**config.mk**
```make
export PLATFORM = sky130hd
export DESIGN_NAME = mult_booth
export DESIGN_NICKNAME = d
export VERILOG_FILES = /design/src/rtl/mult_pkg.sv /design/src/rtl/booth_step.sv /design/src/rtl/mult_booth.sv
export SDC_FILE = /design/constraint.sdc
export NUM_CORES = 1
export LEC_CHECK = 0
export ABC_AREA = 0
export BUFFER_PORTS_ARGS = -buffer_cell sky130_fd_sc_hd__buf_2
export CAP_MARGIN = 20
export CORE_UTILIZATION = 54
export CTS_CLUSTER_SIZE = 30
export DETAILED_ROUTE_END_ITERATION = 7
export MAX_ROUTING_LAYER = met4
export PLACE_DENSITY = 0.81
export SYNTH_ARGS = -nofsm -noshare
export SYNTH_HDL_FRONTEND = slang
export SYNTH_SLANG_ARGS = --single-unit
export TNS_END_PERCENT = 30
```
**constraint.sdc**
```tcl
create_clock -name clock -period 3.3 [get_ports clock]
set_input_delay 0.66 -clock clock [delete_from_list [all_inputs] [get_ports clock]]
set_output_delay 0.66 -clock clock [all_outputs]
set_load 0.02 [all_outputs]
```
**src/rtl/mult_pkg.sv**
```systemverilog
// mult_pkg: shared width default and FSM encoding for the Booth multiplier
package mult_pkg;
  localparam int MULT_WIDTH = 32;
  typedef enum logic [1:0] {IDLE = 2'b00, RUN = 2'b01, DONE = 2'b10} state_t;
endpackage

```
**src/rtl/booth_step.sv**
```systemverilog
// booth_step: one radix-2 Booth add/sub followed by arithmetic right shift of {acc,mult,qm1}
module booth_step import mult_pkg::*; #(
  parameter int WIDTH = MULT_WIDTH
) (
  input  logic signed [WIDTH:0]   acc,
  input  logic        [WIDTH-1:0] mult,
  input  logic                    qm1,
  input  logic signed [WIDTH:0]   mcand,
  output logic signed [WIDTH:0]   acc_nx,
  output logic        [WIDTH-1:0] mult_nx,
  output logic                    qm1_nx
);
  logic signed [WIDTH:0] sum;
  // recode {mult[0],qm1} into add/sub/keep, then shift the whole triple right by one
  always_comb begin
    sum = ({mult[0], qm1} == 2'b01) ? acc + mcand : ({mult[0], qm1} == 2'b10) ? acc - mcand : acc;
    acc_nx = {sum[WIDTH], sum[WIDTH:1]};
    mult_nx = {sum[0], mult[WIDTH-1:1]};
    qm1_nx = mult[0];
  end
endmodule

```
**src/rtl/mult_booth.sv**
```systemverilog
// mult_booth: sequential radix-2 Booth signed multiplier, one step per RUN cycle
module mult_booth import mult_pkg::*; #(
  parameter int WIDTH = MULT_WIDTH
) (
  input  logic               clock,
  input  logic               clr_n,
  input  logic               start,
  input  logic [WIDTH-1:0]   op_a,
  input  logic [WIDTH-1:0]   op_b,
  output logic               busy,
  output logic               result_valid,
  output logic [2*WIDTH-1:0] product,
  output logic               ovf
);
  state_t state, state_nx;
  logic signed [WIDTH:0] acc, mcand, acc_s;
  logic [WIDTH-1:0] mult, mult_s;
  logic qm1, qm1_s;
  logic [5:0] cnt;
  logic last;
  logic [2*WIDTH-1:0] prod_nx;
  assign last = cnt == 6'(WIDTH-1);
  assign prod_nx = {acc_s[WIDTH-1:0], mult_s};
  assign busy = state != IDLE;
  assign result_valid = state == DONE;
  booth_step #(.WIDTH(WIDTH)) u_step (
    .acc(acc), .mult(mult), .qm1(qm1), .mcand(mcand),
    .acc_nx(acc_s), .mult_nx(mult_s), .qm1_nx(qm1_s)
  );
  // state register
  always_ff @(posedge clock)
    state <= !clr_n ? IDLE : state_nx;
  // next state: accept start only in IDLE, leave RUN after the last step, DONE lasts one cycle
  always_comb begin
    state_nx = state;
    state_nx = (state == IDLE && start) ? RUN : (state == RUN && last) ? DONE : (state == DONE) ? IDLE : state;
  end
  // datapath: load operands on accepted start, step during RUN, capture product on the last step
  always_ff @(posedge clock) begin
    if (!clr_n) begin
      acc <= '0;
      mult <= '0;
      qm1 <= 1'b0;
      mcand <= '0;
      cnt <= '0;
      product <= '0;
      ovf <= 1'b0;
    end else if (state == IDLE && start) begin
      acc <= '0;
      mult <= op_b;
      qm1 <= 1'b0;
      mcand <= {op_a[WIDTH-1], op_a};
      cnt <= '0;
    end else if (state == RUN) begin
      acc <= acc_s;
      mult <= mult_s;
      qm1 <= qm1_s;
      cnt <= cnt + 6'd1;
      if (last) begin
        product <= prod_nx;
        ovf <= !(&prod_nx[2*WIDTH-1:WIDTH-1] || ~|prod_nx[2*WIDTH-1:WIDTH-1]);
      end
    end
  end
endmodule

```
# Word-level counts from Yosys, hierarchy flattened
# Index checks and enable logic that the tools add are counted.
[op_classes]
n_eq_ne = 5
bitwise_logic = 2
n_mux = 7
n_reduce_logical = 14
addsub = 3
[op_table]
columns = ["cell", "n"]
rows = [
  ["33-bit 2-to-1 mux", 2],
  ["32-bit 2-to-1 mux", 2],
  ["32-bit by 32-bit adder with 33-bit output", 1],
  ["33-bit AND reduction", 1],
  ["33-bit OR reduction", 1],
  ["32-bit by 32-bit subtractor with 33-bit output", 1],
  ["6-bit by 1-bit adder with 6-bit output, second input constant", 1],
  ["6-bit by 5-bit equality test with 1-bit output, second input constant", 1],
  ["2-bit nonzero test", 3],
  ["2-bit by 1-bit equality test with 1-bit output, second input constant", 2],
  ["2-bit equality test, second input constant", 2],
  ["2-bit 2-to-1 mux", 2],
  ["3-bit AND reduction", 1],
  ["3-bit nonzero test", 1],
  ["1-bit logical AND", 2],
  ["1-bit zero test", 2],
  ["2-bit zero test", 1],
  ["1-bit NOT", 2],
  ["2-bit OR reduction", 1],
  ["1-bit logical OR", 1],
  ["1-bit 2-to-1 mux", 1],
]
[totals]
input_bits = 67
regBits = 170
out_inout_bits = 67
elab_cells = 40

# Logic depth before layout (Yosys ltp)
[logic_depth]
word_depth = 7
depth_mapped = 16
mapped_depth_nobuf = 16

# Hierarchy
# A second synthesis with hierarchy kept.
[unflattened]
cells_unflattened = 1463
area_unflattened_um2 = 11083.1
[modules_own_cells]
columns = ["mod", "seq_area_each_um2", "instances", "area_per_inst_um2", "cells_per_inst"]
rows = [
  ["mult_booth", 3423.3, 1, 6553.8, 776],
  ["booth_step", 0.0, 1, 4529.3, 687],
]

# Worst setup path after synthesis
# OpenSTA, ideal clock, no wires.
[synth_path]
path_kind = "reg-to-reg"
startpoint = "register mcand[12]"
endpoint = "register ovf"
required_ns = 3.173
synth_period_minus_slack_ns = 3.593
path_slack_ns = -0.293
setup_time_ns = 0.127
path_buffers = 1
stages_incl_launch_ff = 16
t_arrival_ns = 3.466
path_cell_list = "dfxtp_1 inv_1 ha_1 buf_2 nand2_1 or4_1 o32ai_1 o21ai_0 xnor2_1 o32a_1 nand3b_1 or4_1 nor4_1 and4_1 and4_1 o31ai_1"
[synth_between]
elab_chain_cells = 7
word_cells_on_any_way = 9
[synth_lines]
columns = ["item", "line_no", "text"]
rows = [
  ["start, declared", "mult_booth.sv:16", "logic signed [WIDTH:0] acc, mcand, acc_s;"],
  ["start signal, assigned", "mult_booth.sv:52", "mcand <= {op_a[WIDTH-1], op_a};"],
  ["32-bit by 32-bit subtractor with 33-bit output", "booth_step.sv:16", "sum = ({mult[0], qm1} == 2'b01) ? acc + mcand : ({mult[0], qm1} == 2'b10) ? acc - mcand : acc;"],
  ["33-bit 2-to-1 mux", "booth_step.sv:16", ""],
  ["33-bit 2-to-1 mux (*)", "booth_step.sv:16", ""],
  ["33-bit OR reduction", "mult_booth.sv:61", "ovf <= !(&prod_nx[2*WIDTH-1:WIDTH-1] || ~|prod_nx[2*WIDTH-1:WIDTH-1]);"],
  ["1-bit zero test", "mult_booth.sv:61", ""],
  ["1-bit logical OR (*)", "mult_booth.sv:61", ""],
  ["1-bit zero test (*)", "mult_booth.sv:61", ""],
  ["end signal, assigned", "mult_booth.sv:61", ""],
  ["end, declared", "mult_booth.sv:13", "output logic ovf"],
]
# Mark *: on every way between the ends. The rest lies on a longest branch, timed or not.
# A chain may end at the register's enable or synchronous reset.

# Worst setup path in the final report
[layout_path]
startpoint = "register acc[5]"
endpoint = "register ovf"
[layout_between]
elab_chain_cells = 7
word_cells_on_any_way = 9
[layout_lines]
columns = ["item", "line_no", "text"]
rows = [
  ["start, declared", "mult_booth.sv:16", ""],
  ["start signal, assigned", "mult_booth.sv:55", "acc <= acc_s;"],
  ["32-bit by 32-bit subtractor with 33-bit output", "booth_step.sv:16", ""],
  ["33-bit 2-to-1 mux", "booth_step.sv:16", ""],
  ["33-bit 2-to-1 mux (*)", "booth_step.sv:16", ""],
  ["33-bit OR reduction", "mult_booth.sv:61", ""],
  ["1-bit zero test", "mult_booth.sv:61", ""],
  ["1-bit logical OR (*)", "mult_booth.sv:61", ""],
  ["1-bit zero test (*)", "mult_booth.sv:61", ""],
]
# Marks and branches as above.

==> impl_results.md <==
* Syn nets at 1,594
* Count leader, synth: nand2_1
* CP max FO at 3
* Max Slew Vio Count at 0
* Top FF cell, synth: dfxtp_1
* Post-DRT Antenna Nets at 0
* Site Rows at 51
* I/O Buffers at 133
* Met2 wire len at around 18,000 microns
* Die width at 144 microns
* CP Capture Type: flop
* Reg-to-Reg Start: acc[5]
* Max VDD drop at 0.335 mV
* Outcome: complete, but fails checks
* Top post-synthesis cells by area: dfxtp_1, nand2_1, a21boi_0
* RSZ-0062 raised after global routing: true
* Total DRC errors in the routed layout at 0
* Layout cells sized above 1 at 33.0%
* Top cell type by total area after synthesis: dfxtp_1
* Post-synth top area share at a little under a third
* Clock tree buffer depth at 2
* Minimum clock period at 3.71 ns
* CP max-delay cell: a2111oi_4
* Critical-path cell list: ha_1, nor2b_1, a2111oi_4, a211oi_4, buf_4, o211ai_1, nand2_1, a311o_1, xnor2_1, a221oi_2, buf_4, buf_4, nor4_2, nand4b_1, nor4b_2, o31ai_1
* FFs w/ async S/R, synth at 0%
* First-pass GRT wire length at around 60,000 microns
* Pwr dens at 390 nW/um^2
* PnR worst setup slack at -0.412 ns
* Hold Path End: mcand[3]
* Synth warn at 0
* Setup CP Type: flop to flop
* Num CTS Buffers at 17
* Hold wc startpoint: op_a[3]
* Drt first-iter violations at 1,002
* Pin count of the biggest net entering global routing at 66
* CP Launch Type: flop
* CP required at around 3.6 ns
* Die Area at between 20,000 and 25,000 sq um
* Mapped Area at 11,000 sq um
* Clock transition at path regs at about 0.080 ns
* Root buf cell: clkbuf_16
* Max Clock Skew at about 0.016 ns
* CP most frequent cell: buf_4
* Routed wire per std cell at 18.8 microns
* Core Util, Final at 77.6%
* Worst Hold Class: primary input to flop
* Non-Filler Instances at 2,101
* Final #Nets at approximately 2k
* First-pass DRT Iterations at 6
* Slew of the pin with the lowest slew margin at 0.897 ns
* Met3 routed wirelength at 3340 microns
* Fin crit share at 112%
* Top layer in use: met4
* Top-Level Pins at 134
* Area Growth Syn to Fin at 39.3%
* DIE HEIGHT at 144 microns
* Core area at 19,700 sq um
* F_max at 269 MHz
* Number of global-route vias before repair at 11.6k
* LEAKAGE at 6.80 nW
* Drt via density at 5.86
* Crit path max-delay family: compound AO/OA/AOI/OAI gates
* Met1 wire length at approximately 16,000 microns
* Grt total ovfl at 0
* Setup violators final at 10
* Hold Path Cell Cnt at 3
* Setup slack, reg-to-reg at -0.41 ns
* Synth cell count leaders: nand2_1, dfxtp_1, a21boi_0
* Register bit total from synthesis at 170
* Max-cap violation count at 0
* Initial Util at a little under three fifths
* Failing checks: setup timing
* Post-synthesis sequential area ratio at 31.1%
* CTS tree: done
* Headroom to the max-slew limit at 40.2%
* Synth Instances at about 1.5k
* Final Hold Fails at 0
* # clock sinks at between 150 and 200
* Total number of vias at 12.3k
* CP arrival at 4.04 ns
* GRT Total Usage at 38.6%
* Buffers and inverters on the worst path at 3
* Syn_area_per_cell at between 7 and 8 sq um
* Worst skew pair latency at 0.45 ns
* Synth cell types at between 70 and 80
* Worst path max stage delay at 0.43 ns
* Placed cells at 2,045
* DP HPWL at ~29,000 microns
* Worst r2r path cells at 16
* Number of H-tree levels at 4
* Initial antenna violation count at 1
* Post-synth EDFFs at 0
* Post-Route WL at 39,600 microns
* Gpl congestion at 1.02
* R2R Path End: ovf
[layer usage]
| layer | up-vias | GRT usage, % |
|---|---|---|
| met5 | - | - |
| met4 | 0 | 17.4 |
| met3 | 120 | 7.15 |
| met2 | 590 | 61.5 |
| met1 | 5799 | 47.3 |
| li1 | 5810 | - |
[layout by cell type (no fill, tap or decap), types with 9 or more instances in the layout]
cell type,Yosys,layout
dfxtp_1,170,157
and2_1,12,11
o31ai_1,14,11
o21ai_0,49,45
inv_1,64,59
nand4_1,14,14
a21oi_1,94,82
nor2b_1,19,18
ha_1,66,48
nor3_1,22,18
nand3_1,17,14
dfxtp_2,0,12
nor4_1,13,9
a31oi_1,11,10
a21o_1,16,15
clkbuf_16,0,17
a21boi_0,118,111
nand2_1,316,311
xnor2_1,38,37
ha_4,0,13
nor2_1,102,99
a22oi_1,35,34
buf_2,6,135
a21oi_2,0,11
buf_4,1,294
[tightest hold or removal path, cell delays in order]
cell      delay (ns)
buf_2           0.09
nand2_1         0.04
a21boi_0        0.06
[repair_timing]
item | CTS | global route
endpoints found under the setup margin | 18 | 25
hold buffers | 0 | 0
gates cloned | 0 | 2
setup buffers | 9 | 16
gates resized for setup | 58 | 74
pin swaps | 34 | 38
[kinds of logic (layout without fill, tap and decap cells)]
kind of cell / after synthesis / in the layout / synth area share (%)
AND/OR/NAND/NOR: 569 / 569 / 23.1
AO/OA/AOI/OAI: 435 / 435 / 27.5
flip-flops: 170 / 170 / 31.1
buffers and inverters: 159 / 535 / 5.62
adder cells (fa/ha/maj): 68 / 68 / 7.90
XOR/XNOR: 47 / 47 / 3.76
multiplexers: 11 / 11 / 1.04
other: 0 / 1 / 0
[metrics by stage]
step / area [sq um] / setup WS, ns / power (W) / hold WS [ns] / TNS [ns]
after floorplan: 11000 / -0.0654 / 0.00301 / 0.452 / -0.104
after global placement: 13800 / -0.500 / 0.00361 / 0.448 / -3.09
after detailed placement: 13800 / -0.506 / 0.00363 / 0.454 / -3.35
after CTS: 14800 / -0.384 / 0.00586 / 0.447 / -2.26
after global routing: 15300 / -0.584 / 0.00617 / 0.455 / -2.90
final: 15300 / -0.412 / 0.00595 / 0.454 / -1.70
[cell type report]
| type | instances | area, sq um |
|---|---|---|
| multi-input cells | 1130 | 7620 |
| fillers | 1440 | 4400 |
| repair buffers | 438 | 2990 |
| diodes | 1 | 2.50 |
| well taps | 265 | 332 |
| inverters | 65 | 244 |
| flip-flops and latches | 170 | 3420 |
| clock inverters | 15 | 223 |
| clock buffers | 17 | 425 |
[state kept, by name, summed over array words and instances, names as in the netlist]
signal and cells:
acc 32, cnt 6, mcand 32, mult 32, ovf 1, product 64
qm1 1, state 2
[power breakdown]
| part | internal, W | leakage, nW | switching [W] | total (W) |
|---|---|---|---|---|
| Combinational | 0.000736 | 5.10 | 0.000872 | 0.00161 |
| Sequential | 0.00211 | 1.39 | 0.0000540 | 0.00217 |
| Clock | 0.00107 | 0.311 | 0.00110 | 0.00217 |
[worst max path at each step]
stage,startpoint,end,cells after the start
5_1_grt,mcand[2],ovf,18
3_5_place_dp,mcand[13],ovf,15
2_1_floorplan,mcand[1],ovf,14
3_3_place_gp,mcand[13],ovf,15
6_report,acc[5],ovf,16
4_1_cts,mcand[4],ovf,17
No activity file was read; power rests on OpenSTA's default activity.
